**src/rtl/mul_div_unit.sv**
```systemverilog
// rtl/mul_div_unit.sv - iterative RV32M multiply/divide unit driving the regfile write port
// Optional early completion of trivial/special ops: define MDU_EARLY_OUT_EN.
module mul_div_unit #(
    parameter int XLEN = 32
) (
    input  logic            clk,
    input  logic            rst_n,
    input  logic            start,
    input  logic [2:0]      funct3,
    input  logic [4:0]      dst,
    input  logic [XLEN-1:0] op_a,
    input  logic [XLEN-1:0] op_b,
    output logic            busy,
    output logic            done,
    output logic            rd_w,
    output logic [4:0]      rd,
    output logic [XLEN-1:0] rd_in
);
    localparam int CW = $clog2(XLEN) + 1;

    typedef enum logic [1:0] {IDLE, RUN, DONE} state_t;
    state_t state_q, state_d;

    logic [CW-1:0]     cnt;
    logic [2:0]        f3_q;
    logic [4:0]        dst_q;
    logic              neg_q;
    logic [XLEN-1:0]   hi, lo, dv;

    logic              signed_a, signed_b, sa, sb, b_zero, neg_in, last;
    logic [XLEN-1:0]   mag_a, mag_b;
    logic [XLEN:0]     mul_sum, div_cur, div_diff;
    logic              div_ge;
    logic [2*XLEN-1:0] prod, prod_f;
    logic [XLEN-1:0]   dval, dval_f, result;

    always_comb begin
        signed_a = (funct3 == 3'b001) || (funct3 == 3'b010) || (funct3 == 3'b100) || (funct3 == 3'b110);
        signed_b = (funct3 == 3'b001) || (funct3 == 3'b100) || (funct3 == 3'b110);
        sa       = signed_a & op_a[XLEN-1];
        sb       = signed_b & op_b[XLEN-1];
        mag_a    = sa ? -op_a : op_a;
        mag_b    = sb ? -op_b : op_b;
        b_zero   = (op_b == '0);
        // A zero divisor yields an all-ones quotient, so its sign must not be applied.
        if (!funct3[2])
            neg_in = sa ^ sb;
        else if (funct3[1])
            neg_in = sa;
        else
            neg_in = (sa ^ sb) & ~b_zero;
    end

`ifdef MDU_EARLY_OUT_EN
    logic            early, ovf;
    logic [XLEN-1:0] early_hi, early_lo;
    always_comb begin
        ovf      = funct3[2] & ~funct3[0] & (op_a == {1'b1, {(XLEN-1){1'b0}}}) & (op_b == '1);
        early    = funct3[2] ? (b_zero | ovf) : ((op_a == '0) | b_zero);
        early_hi = (funct3[2] && b_zero) ? mag_a : '0;
        early_lo = funct3[2] ? (b_zero ? '1 : mag_a) : '0;
    end
`endif

    always_comb begin
        last     = (cnt == CW'(XLEN));
        mul_sum  = {1'b0, hi} + (lo[0] ? {1'b0, dv} : '0);
        div_cur  = {hi, lo[XLEN-1]};
        div_ge   = (div_cur >= {1'b0, dv});
        div_diff = div_cur - {1'b0, dv};
        prod     = {hi, lo};
        prod_f   = neg_q ? -prod : prod;
        dval     = f3_q[1] ? hi : lo;
        dval_f   = neg_q ? -dval : dval;
        if (f3_q[2])
            result = dval_f;
        else if (f3_q[1:0] == 2'b00)
            result = prod_f[XLEN-1:0];
        else
            result = prod_f[2*XLEN-1:XLEN];
    end

    always_comb begin
        state_d = state_q;
        case (state_q)
            IDLE:    if (start) state_d = RUN;
            RUN:     if (last) state_d = DONE;
            DONE:    state_d = IDLE;
            default: state_d = IDLE;
        endcase
    end

    always_ff @(posedge clk or negedge rst_n) begin
        if (!rst_n)
            state_q <= IDLE;
        else
            state_q <= state_d;
    end

    always_ff @(posedge clk or negedge rst_n) begin
        if (!rst_n) begin
            cnt   <= '0;
            f3_q  <= '0;
            dst_q <= '0;
            neg_q <= 1'b0;
            hi    <= '0;
            lo    <= '0;
            dv    <= '0;
            rd    <= '0;
            rd_in <= '0;
        end else begin
            case (state_q)
                IDLE: if (start) begin
                    f3_q  <= funct3;
                    dst_q <= dst;
                    neg_q <= neg_in;
                    cnt   <= '0;
                    hi    <= '0;
                    lo    <= funct3[2] ? mag_a : mag_b;
                    dv    <= funct3[2] ? mag_b : mag_a;
`ifdef MDU_EARLY_OUT_EN
                    // Preload the raw result and jump the counter straight to the final step.
                    if (early) begin
                        cnt <= CW'(XLEN);
                        hi  <= early_hi;
                        lo  <= early_lo;
                    end
`endif
                end
                RUN: if (last) begin
                    rd    <= dst_q;
                    rd_in <= result;
                end else begin
                    cnt <= cnt + CW'(1);
                    if (f3_q[2]) begin
                        hi <= div_ge ? div_diff[XLEN-1:0] : div_cur[XLEN-1:0];
                        lo <= {lo[XLEN-2:0], div_ge};
                    end else begin
                        hi <= mul_sum[XLEN:1];
                        lo <= {mul_sum[0], lo[XLEN-1:1]};
                    end
                end
                default: ;
            endcase
        end
    end

    assign busy = (state_q != IDLE);
    assign done = (state_q == DONE);
    assign rd_w = done && (rd != 5'd0);
endmodule
```
**config.mk**
```make
export PLATFORM = sky130hd
export DESIGN_NAME = mul_div_unit
export DESIGN_NICKNAME = d
export VERILOG_FILES = /design/src/rtl/mul_div_unit.sv
export SDC_FILE = /design/constraint.sdc
export NUM_CORES = 1
export LEC_CHECK = 0
export BUFFER_PORTS_ARGS = -buffer_cell sky130_fd_sc_hd__buf_2
export CORE_ASPECT_RATIO = 0.75
export CORE_MARGIN = 2
export CORE_UTILIZATION = 50
export CTS_BUF_LIST = sky130_fd_sc_hd__clkbuf_16
export CTS_CLUSTER_DIAMETER = 60
export DETAILED_ROUTE_END_ITERATION = 10
export MAX_ROUTING_LAYER = met4
export PLACE_DENSITY = 0.68
export SKIP_CTS_REPAIR_TIMING = 1
export SYNTH_ARGS = -nofsm -noshare
export SYNTH_HDL_FRONTEND = slang
export SYNTH_SLANG_ARGS = --single-unit
```
**constraint.sdc**
```tcl
create_clock -name clk -period 4.7 [get_ports clk]
set_input_delay 0.94 -clock clk [delete_from_list [all_inputs] [get_ports clk]]
set_output_delay 0.94 -clock clk [all_outputs]
set_load 0.02 [all_outputs]
```
==> results.py <==
metrics = {
    "floorplan": {
        "core-area_mm2": 0.0303,
        "die_y_um": 156,
        "start_util": 0.510,
        "pin_count": 115,
        "die_w_um": 207,
        "rows": 55,
        "die-area_mm2": 0.0323,
    },
    "routing": {
        "drt_pre_antenna_iters": 6,
        "vias_per_cell": 6.38,
        "drtIter0Drc": 1822,
        "ant_nets": 0,
        "dr_total_vias": 15900,
        "detail_route.wl_per_cell_um": 22.6,
        "drc": 0,
        "totalWireLength_mm": 56.4,
    },
    "timing": {
        "worst_pin_slew_ps": 1250,
        "holdWs_ps": 471,
        "maxSlewHeadroom": 0.166,
        "fin_crit_ps": 3920,
        "final-setup-viol-count": 0,
        "fin_skew_ps": 18.4,
        "hold_violations": 0,
        "clock.fmax_mhz": 255,
        "fin_crit_sh": 0.834,
        "slew_violations": 0,
        "tns_ps": 0,
        "rsz0062_at_grt": "no",
    },
    "synth": {
        "synth_cell_types": 77,
        "synth.largest_area_cell": "dfrtp_1",
        "synth_area_leaders": "dfrtp_1, a21oi_1, xnor2_1",
        "ys_seq_elements": 150,
        "synthCells": 2065,
        "ys_async_sr_fraction": 1.00,
        "syn_area_per_cell_um2": 7.47,
        "syn_nets": 2212,
        "synth-edff-count": 0,
        "yosysSeqAreaShare": 0.243,
        "yosysWarnings": 0,
        "netlist_area_mm2": 0.0154,
        "synth_top_area_frac": 0.243,
        "synthFlopType": "dfrtp_1",
    },
    "critical_path": {
        "r2r_cells": 12,
        "path_cells": "inv_1, nor2_1, ha_1, a21oi_1, nor2_1, a211oi_1, nand3_1, a22o_1, o311a_1, o22ai_1, mux2i_1, a211o_1",
        "cpMostUsedCell": "nor2_1",
        "worstPathRequired_ps": 5020,
        "critPathBufInv": 1,
        "slowest_delay_ps": 610,
        "slowest_stage": "inv_1",
        "critPathLaunch": "lo[0]$_DFFE_PN0P_",
        "r2r-end": "hi[30]$_DFFE_PN0P_",
        "arrival_ps": 4240,
        "setup.worst_path.end": "hi[30]$_DFFE_PN0P_",
        "path_delay_family": "compound AO/OA/AOI/OAI gates",
        "end_kind": "flop",
        "cp.depth": 12,
        "crit_fanout": 22,
        "worst-r2r-setup-slack_ps": 780,
        "r2r_start": "lo[0]$_DFFE_PN0P_",
        "critPathKind": "reg2reg",
        "critPathLaunchType": "flop",
    },
    "pwr": {
        "power.leakage_nw": 7.44,
        "combPwrFrac": 0.715,
        "seq_power_share": 0.196,
        "switching_power_w": 0.00859,
        "intPower_w": 0.00690,
        "power_density_mw_per_mm2": 921,
        "swShare": 0.555,
        "p_clk_frac": 0.089,
        "irDropWorstVdd_v": 0.000375,
    },
    "cells_and_area": {
        "final_cell_mix": "nor2_1, a21oi_1, nand2_1",
        "n_antenna_cell": 0,
        "syn_to_final_growth_pct": 8.94,
        "fin_nets": 2234,
        "drive_gt1_frac": 0.112,
        "final_common_cell": "nor2_1",
    },
    "outcome": {
        "status": "finished, final reports clean",
    },
    "hold_path": {
        "hold_class": "reg2reg",
    },
    "grt": {
        "grt_remaining_overflow": 0,
        "grt_util_met3": 0.0846,
        "antenna_found_initial": 1,
        "grt_usage": 0.356,
        "grt_pass1_wl_mm": 85.2,
        "grt_max_degree": 84,
        "top_usage_layer": "met1",
        "grt_use_met1": 0.526,
        "grt_pass1_vias": 14300,
        "use_met2": 0.485,
    },
    "clocking": {
        "cts_tree": "yes",
        "htree_levels": 4,
        "cts.sinks": 150,
        "insertion_delay_ps": 450,
        "path_clk_slew_ps": 70,
        "cts_buffer_depth": 2,
        "cts_made_buffers": 17,
        "cts-root-buf": "clkbuf_16",
    },
    "flow_run": {
        "max-cap-violations": 0,
    },
    "placed_design": {
        "io_buffer_count": 114,
        "place_hpwl_mm": 43.6,
        "place.gp.congestion": 1.03,
    },
}
[Yosys cell counts (10+ instances only)]
| library cell | count |
|---|---|
| nor2_1 | 223 |
| a21oi_1 | 218 |
| nand2_1 | 201 |
| dfrtp_1 | 150 |
| o21ai_0 | 143 |
| clkbuf_1 | 134 |
| xnor2_1 | 116 |
| xor2_1 | 81 |
| mux2i_1 | 74 |
| ha_1 | 70 |
| inv_1 | 70 |
| nor3_1 | 60 |
| nand3_1 | 37 |
| a211oi_1 | 36 |
| a21o_1 | 35 |
| o31ai_1 | 33 |
| o211ai_1 | 28 |
| a31oi_1 | 22 |
| and3_1 | 19 |
| nor4_1 | 19 |
| or3_1 | 18 |
| nand2b_1 | 17 |
| o221ai_1 | 17 |
| nand4_1 | 15 |
| buf_1 | 13 |
| nor2b_1 | 13 |
| nor3b_1 | 13 |
| o21a_1 | 12 |
| or2_2 | 12 |
| and2_1 | 10 |
| mux2_2 | 10 |
| o41ai_1 | 10 |
| or4_1 | 10 |
[registers in the layout, summed over array words and instances, names as in the netlist]
name,cells
dv,32
hi,32
lo,32
rd_in,32
cnt,6
dst_q,5
rd,5
f3_q,3
state_q,2
neg_q,1
[worst reg2reg max path: stages, from the launching register on]
cell and delay, ps:
dfrtp_1 470, inv_1 610, nor2_1 170, ha_1 440, a21oi_1 240, nor2_1 80
a211oi_1 230, nand3_1 260, a22o_1 380, o311a_1 330, o22ai_1 200, mux2i_1 120
a211o_1 280
[worst min path at each step]
stage / from / endpoint / slack [ps] / cells past startpoint
final: rd_in[23]$_DFFE_PN0P_ / rd_in[23]$_DFFE_PN0P_ / 470 / 2
after global routing: rd_in[13]$_DFFE_PN0P_ / rd_in[13]$_DFFE_PN0P_ / 500 / 2
after CTS: rd_in[23]$_DFFE_PN0P_ / rd_in[23]$_DFFE_PN0P_ / 480 / 2
after detailed placement: dst_q[1]$_DFFE_PN0P_ / rd[1]$_DFFE_PN0P_ / 460 / 2
after global placement: dst_q[0]$_DFFE_PN0P_ / rd[0]$_DFFE_PN0P_ / 450 / 2
after floorplan: dst_q[0]$_DFFE_PN0P_ / rd[0]$_DFFE_PN0P_ / 440 / 2
[cells by family after synthesis]
group,count (synthesis),synth area share
and+or+nand+nor,695,0.214
AOI/OAI and AO/OA,636,0.258
buffers and inverters,231,0.0585
xor gates and xnor gates,197,0.112
DFF,150,0.243
muxes,84,0.0553
adders and majority gates,72,0.0594
[through the flow]
step	std cells	util	total power, W	setup slack (ps)	cell area, um2
finish	2499	0.555	0.0155	781	16800
global route	2499	0.555	0.0165	572	16800
CTS	2499	0.555	0.0151	839	16800
detailed placement	2467	0.537	0.0137	883	16200
global placement	2467	0.537	0.0136	893	16200
floorplan	2065	-	0.0106	1010	15400
[layer usage]
metal	wire [um]	up-vias
li1	-	7454
met1	25800	7506
met2	23100	913
met3	6550	70
met4	1010	0
met5	0	-
[cell type report]
class	count	area (um2)
multi-input cells	1684	10800
fillers	2974	13500
well taps	399	499
repair buffers	161	930
clock buffers	17	425
inverters	73	274
flip-flops and latches	150	3760
clock inverters	15	136
[power by group through the flow]
stage                     logic [W]  clock network, W  registers, W
final                        0.0111           0.00138       0.00303
after global routing         0.0120           0.00144       0.00310
after CTS                    0.0108           0.00139       0.00298
after detailed placement     0.0107                 0       0.00300
after global placement       0.0106                 0       0.00297
after floorplan             0.00808                 0       0.00248
No activity file was read; power rests on OpenSTA's default activity.
